## src/rtl/ram_cmd_master.sv

```systemverilog
// Initiator for the single-port RAM command interface: request -> addr/data command words -> response.
// Optional RAM_CMD_ADDR_CACHE_EN skips the address word when it repeats the last one sent for that access type.
module ram_cmd_master #(
    parameter int ADDR_SIZE = 8,
    parameter int TIMEOUT   = 15
) (
    input  logic                 clk,
    input  logic                 rst,
    input  logic                 req_valid,
    output logic                 req_ready,
    input  logic                 req_wr,
    input  logic [ADDR_SIZE-1:0] req_addr,
    input  logic [7:0]           req_wdata,
    output logic [ADDR_SIZE+1:0] din,
    output logic                 rx_valid,
    input  logic                 tx_valid,
    input  logic [7:0]           dout,
    output logic                 rsp_valid,
    output logic [7:0]           rsp_data,
    output logic                 rsp_err
);

    localparam logic [2:0] S_IDLE = 3'd0;
    localparam logic [2:0] S_ADDR = 3'd1;
    localparam logic [2:0] S_DATA = 3'd2;
    localparam logic [2:0] S_WAIT = 3'd3;
    localparam logic [2:0] S_RESP = 3'd4;

    localparam int CW = (TIMEOUT > 1) ? $clog2(TIMEOUT) : 1;

    logic [2:0]    state;
    logic [CW-1:0] cnt;
    logic          op_wr;
    logic [7:0]    op_wdata;
    logic          hit;
    logic          accept;

    assign accept = (state == S_IDLE) && req_valid && req_ready;

    function automatic logic [ADDR_SIZE+1:0] data_word(input logic wr, input logic [7:0] wd);
        return wr ? {2'b01, ADDR_SIZE'(wd)} : {2'b11, {ADDR_SIZE{1'b0}}};
    endfunction

`ifdef RAM_CMD_ADDR_CACHE_EN
    logic [ADDR_SIZE-1:0] wr_cache;
    logic [ADDR_SIZE-1:0] rd_cache;
    logic                 wr_cache_vld;
    logic                 rd_cache_vld;

    always_comb begin
        hit = req_wr ? (wr_cache_vld && (wr_cache == req_addr))
                     : (rd_cache_vld && (rd_cache == req_addr));
    end

    // Cache follows every address word actually issued.
    always_ff @(posedge clk or posedge rst) begin
        if (rst) begin
            wr_cache     <= '0;
            rd_cache     <= '0;
            wr_cache_vld <= 1'b0;
            rd_cache_vld <= 1'b0;
        end else if (accept && !hit) begin
            if (req_wr) begin
                wr_cache     <= req_addr;
                wr_cache_vld <= 1'b1;
            end else begin
                rd_cache     <= req_addr;
                rd_cache_vld <= 1'b1;
            end
        end
    end
`else
    assign hit = 1'b0;
`endif

    // Outputs are registered one state ahead: the word for a state is loaded on the edge entering it.
    always_ff @(posedge clk or posedge rst) begin
        if (rst) begin
            state     <= S_IDLE;
            cnt       <= '0;
            op_wr     <= 1'b0;
            op_wdata  <= '0;
            din       <= '0;
            rx_valid  <= 1'b0;
            rsp_valid <= 1'b0;
            rsp_data  <= '0;
            rsp_err   <= 1'b0;
            req_ready <= 1'b0;
        end else begin
            din       <= '0;
            rx_valid  <= 1'b0;
            rsp_valid <= 1'b0;
            rsp_data  <= '0;
            rsp_err   <= 1'b0;
            req_ready <= 1'b0;
            case (state)
                S_IDLE: begin
                    if (accept) begin
                        op_wr    <= req_wr;
                        op_wdata <= req_wdata;
                        rx_valid <= 1'b1;
                        if (hit) begin
                            state <= S_DATA;
                            din   <= data_word(req_wr, req_wdata);
                        end else begin
                            state <= S_ADDR;
                            din   <= {(req_wr ? 2'b00 : 2'b10), req_addr};
                        end
                    end else begin
                        req_ready <= 1'b1;
                    end
                end
                S_ADDR: begin
                    state    <= S_DATA;
                    rx_valid <= 1'b1;
                    din      <= data_word(op_wr, op_wdata);
                end
                S_DATA: begin
                    if (op_wr) begin
                        state     <= S_RESP;
                        rsp_valid <= 1'b1;
                    end else begin
                        state <= S_WAIT;
                        cnt   <= '0;
                    end
                end
                S_WAIT: begin
                    // Data arriving on the last allowed cycle takes priority over the timeout.
                    if (tx_valid) begin
                        state     <= S_RESP;
                        rsp_valid <= 1'b1;
                        rsp_data  <= dout;
                    end else if (cnt == CW'(TIMEOUT - 1)) begin
                        state     <= S_RESP;
                        rsp_valid <= 1'b1;
                        rsp_err   <= 1'b1;
                    end else begin
                        cnt <= cnt + 1'b1;
                    end
                end
                S_RESP: begin
                    state     <= S_IDLE;
                    req_ready <= 1'b1;
                end
                default: begin
                    state <= S_IDLE;
                end
            endcase
        end
    end

endmodule

```

## config.mk

```make
export PLATFORM = sky130hd
export DESIGN_NAME = ram_cmd_master
export DESIGN_NICKNAME = d
export VERILOG_FILES = /design/src/rtl/ram_cmd_master.sv
export SDC_FILE = /design/constraint.sdc
export NUM_CORES = 1
export LEC_CHECK = 0
export CAP_MARGIN = 5
export CORE_ASPECT_RATIO = 2
export CORE_UTILIZATION = 40
export DETAILED_ROUTE_END_ITERATION = 10
export GPL_ROUTABILITY_DRIVEN = 0
export GPL_TIMING_DRIVEN = 0
export PLACE_DENSITY = 0.75
export SETUP_SLACK_MARGIN = 0.02
export SLEW_MARGIN = 0
export SYNTH_ARGS = -nofsm -noshare
export SYNTH_HDL_FRONTEND = slang
export SYNTH_SLANG_ARGS = --single-unit
```

## constraint.sdc

```tcl
create_clock -name clk -period 1.5 [get_ports clk]
set_clock_uncertainty 0.05 [all_clocks]
set_input_delay 0.3 -clock clk [delete_from_list [all_inputs] [get_ports clk]]
set_output_delay 0.3 -clock clk [all_outputs]
set_load 0.02 [all_outputs]
```

# Yosys cells after proc, flatten, opt, wreduce, memory -nomap -nowiden

Cells that the tools add are included.

Register bits after elaboration: 38
Input port bits: 29
Output and inout port bits: 22
Word-level logic and storage cells: 53

Add/subtract/negate cells: 1
Equal/unequal tests: 10
Multiplexer cells: 25
Reduce and logical (&&, ||, !) cells: 7

Operators by type and width:

| kind                                                 | number |
|---|---|
| 2-to-1 mux 10 bit                                    | 2 |
| case mux 10 bit (2 select lines)                     | 1 |
| 2-to-1 mux 8 bit                                     | 2 |
| 2-to-1 mux 3 bit                                     | 4 |
| 2-to-1 mux 4 bit                                     | 3 |
| case mux 3 bit (4 select lines)                      | 1 |
| != test 2 bit (second input constant)                | 4 |
| case mux 4 bit (2 select lines)                      | 1 |
| 2-to-1 mux 1 bit                                     | 7 |
| equality test 3 x 2 -> 1 bit (second input constant) | 2 |
| case mux 1 bit (2 select lines)                      | 3 |
| adder 4 x 1 -> 4 bit (second input constant)         | 1 |
| equality test 4 bit (second input constant)          | 1 |
| AND reduction 2 bit                                  | 2 |
| AND reduction 4 bit                                  | 1 |
| equality test 3 x 1 -> 1 bit (second input constant) | 1 |
| equality test 3 bit (second input constant)          | 1 |
| logical NOT 3 bit                                    | 1 |
| != test 3 bit (second input constant)                | 1 |
| logical AND 1 bit                                    | 2 |
| 2-to-1 mux 2 bit                                     | 1 |
| nonzero test 2 bit                                   | 1 |

# Logic depth before layout (Yosys ltp)

Depth in word-level cells: 5
Gate-level depth with buffers: 5
Mapped depth without buffers: 5

# Least setup slack after synthesis

OpenSTA, ideal clock, no wires.

Kind: register to register
Start: register state[1]
End: register op_wdata[0]
Setup time: 0.125 ns
Arrival: 1.233 ns
Required time: 1.325 ns
Path slack: 0.092 ns
Cell stages (with the launch flop): 5
Buffers on the path: 1
Clock period less this slack: 1.408 ns
Path through: dfrtp_1 > nor2_2 > and4b_1 > buf_6 > mux2_2

Longest elaborated chain between the ends: 4

RTL lines:

| element                           | line   | source |
|---|---|---|
| start: declaration                | 31     | `logic [2:0] state;` |
| start signal: assignment          | 79     | `state <= S_IDLE;` |
| start signal: assignment          | 103    | `state <= S_DATA;` |
| start signal: assignment          | 106    | `state <= S_ADDR;` |
| logical NOT 3 bit (*)             | 38, 96 |  |
| logical AND 1 bit (2 in series)   | 38     | `assign accept = (state == S_IDLE) && req_valid && req_ready;` |
| AND reduction 2 bit (no line) (*) | n/a    |  |
| end signal: assignment            | 100    | `op_wdata <= req_wdata;` |
| end: declaration                  | 34     | `logic [7:0] op_wdata;` |

Mark *: on every way between the ends. The rest lies on a longest branch, timed or not.
A chain may end at the register's enable or synchronous reset.

# Final worst setup path

Start: register state[2]
End: register op_wdata[6]

The elaborated chain is that of the path after synthesis.

==> impl_metrics.py <==
metrics = {
    "synthesis": {
        "synth_top_cell_by_area": "dfrtp_1",
        "synth-seq-cells": 38,
        "synthTopCellsByArea": "dfrtp_1, mux2_2, a22o_1",
        "syn_inst": 112,
        "syn_area_per_cell_um2": 13.4,
        "seq_area_frac_synth_pct": 63.5,
        "synth-main-ff-cell": "dfrtp_1",
        "yosysWarnings": 0,
        "synth-edff-count": 0,
        "syn-num-nets": 143,
        "netlist_area_mm2": 0.00150,
        "async_reset_ff_share_pct": 100,
        "yosysTopAreaCellShare_pct": 63.5,
        "ys_types": 34,
    },
    "grt": {
        "grt_pass1_vias": 1154,
        "grt.overflow.total": 0,
        "grt_max_degree": 26,
        "grt_pass1_wl_um": 4930,
        "grt_usage_pct": 17.4,
        "antenna_found_initial": 0,
    },
    "timing": {
        "relSlewSlack_pct": 61.1,
        "slew_violations": 0,
        "finalHoldViolCount": 0,
        "post-route-period-util_pct": 99.5,
        "fin_ws_ps": 6.77,
        "fmax_mhz": 670,
        "rsz0062_at_grt": "yes",
        "setup_viol": 0,
        "min_period_ps": 1490,
        "worstMarginPinSlew_ps": 583,
        "hold-worst-slack_ps": 329,
    },
    "setup_path": {
        "timing.rr.start": "state[2]",
        "critPathMaxFanout": 5,
        "startpoint": "state[2]",
        "cp-end-kind": "register",
        "worst_ep_arrival_time_ps": 1610,
        "crit_path_cell_trace": "nor2_4 > and4b_2 > buf_6 > mux2_2",
        "start_kind": "register",
        "required_ps": 1610,
        "r2r_slack_ps": 7,
        "critPathKind": "reg2reg",
        "r2r_cells": 4,
        "cp_slowest_cell": "dfrtp_1",
        "slowest_delay_ps": 420,
        "path_delay_family": "simple AND/OR/NAND/NOR gates",
        "cp.depth": 4,
        "timing.rr.end": "op_wdata[6]",
        "crit_buf_inv": 1,
        "crit_end": "op_wdata[6]",
    },
    "route": {
        "vias": 1140,
        "wl_per_cell_um": 15.2,
        "drt_iter0_drc": 20,
        "drt_first_pass_iters": 4,
        "wl_um": 3400,
        "vias_per_cell": 5.09,
        "ant_nets": 0,
        "drc": 0,
    },
    "die": {
        "core-area_mm2": 0.00361,
        "dieArea_mm2": 0.00400,
        "num_rows": 31,
        "dieHeight_um": 88.5,
        "start_util_pct": 41.5,
        "die_w_um": 45.3,
        "ioPinCount": 51,
    },
    "cells_and_area": {
        "final_core_util_pct": 61.3,
        "fillCellCount": 317,
        "final_nets": 205,
        "antenna_cells": 0,
        "final_common_cell": "dfrtp_1",
        "mostFrequentLayoutCells": "dfrtp_1, clkdlybuf4s50_1, dlygate4sd2_1",
        "stdcell_count": 224,
        "final_area_mm2": 0.00221,
        "drive_gt1_share_pct": 17.1,
        "area_growth_pct": 47.7,
    },
    "placed_design": {
        "dp_slack_ps": -188,
        "hpwl_um": 2410,
        "place_area_mm2": 0.00209,
        "dp.cells": 212,
        "port_buffers": 50,
    },
    "clocking": {
        "clock_sinks": 38,
        "htreeDepth": 2,
        "cts_buffers": 5,
        "clock_latency_ps": 280,
        "cts_root_buffer": "clkbuf_8",
        "clk_pin_slew_ps": 70,
        "cts_tree": "built",
        "cts.path.max_buffers": 2,
        "ctsHoldBuffers": 0,
    },
    "job": {
        "maxCapViolations": 0,
    },
    "pwr": {
        "leakage_nw": 1.11,
        "ir_drop_mv": 0.940,
        "p_per_area_mw_per_mm2": 1640,
    },
    "worst_hold_path": {
        "hold_class": "in2async",
    },
    "run_status": {
        "outcome": "finished, final reports clean",
    },
}
-- cell usage after synthesis (2+ instances only) --
library cell  number
and3_1             3
nor3_1             2
buf_6              3
ha_1               2
inv_1              5
nand3_1            3
nand2_1            3
a21oi_1            2
nor2_1             3
a22o_1             8
nand2b_1           2
mux2_2             9
dfrtp_1           38
and2_1             8
o21ai_0            2
-- flip-flops by register name, indices dropped and copies added (netlist names) --
name / cells
din: 10
op_wdata: 8
op_wr: 1
state: 3
cnt: 4
rsp_data: 8
rx_valid: 1
rsp_err: 1
req_ready: 1
rsp_valid: 1
-- report_power, final --
group          internal, mW  leakage, nW  switching, mW
Clock                 0.370       0.0482          0.325
Combinational         0.696        0.568          0.648
Sequential             1.35        0.496          0.223
Total                  2.42         1.11           1.20
-- how the worst min path moves through the flow --
stage / from / endpoint / slack, ps / depth (start not counted)
floorplan: req_wr / din[9] / 360 / 1
global placement: op_wdata[6] / din[6] / 420 / 1
detailed placement: op_wdata[0] / din[0] / 430 / 1
CTS: rst / rsp_data[2] / 350 / 2
global route: rst / cnt[3] / 400 / 2
finish: rst / cnt[3] / 330 / 2
-- cells by family (layout without fill, tap and decap cells) --
| family | count (synthesis) | after routing | synth area share (%) |
|---|---|---|---|
| AND/OR/NAND/NOR | 31 | 31 | 12.6 |
| flip-flops | 38 | 38 | 63.5 |
| buffers and inverters | 10 | 73 | 4.10 |
| adder cells (fa/ha/maj) | 2 | 2 | 1.67 |
| AO/OA/AOI/OAI | 21 | 21 | 10.6 |
| multiplexers | 10 | 10 | 7.44 |
-- repair_timing --
action                                  in CTS  in global routing
pin swaps                                    0                  2
resized for setup                           23                  9
buffers inserted                             1                  2
endpoints found under the setup margin      31                 14
gates cloned                                 0                  1
-- per-layer routing --
layer | vias to the layer above | track usage (%) | wire [um] | share of wire [%]
met5 | - | 0 | 0 | 0
met1 | 570 | 17.0 | 1170 | 34
met3 | 7 | 5.31 | 183 | 5.4
li1 | 519 | - | - | -
met2 | 44 | 31.1 | 1970 | 58
met4 | 0 | 9.09 | 74 | 2.2
-- layout make-up --
cell class,instances,area (um^2),area share (%)
plain buffers,5,42.5,1.93
clock buffers,7,86.3,3.91
clock inverters,1,5.00,0.227
inverters,5,18.8,0.849
multi-input cells,64,510,23.1
flip-flops and latches,38,951,43.0
well taps,49,61.3,2.77
repair buffers,55,534,24.2
-- metrics by stage --
step	power, mW	TNS [ps]
detailed placement	2.88	-2890
finish	3.61	0
global placement	2.80	-20030
global route	3.82	-150
floorplan	2.34	0
CTS	3.52	0
No activity file was read; power rests on OpenSTA's default activity.
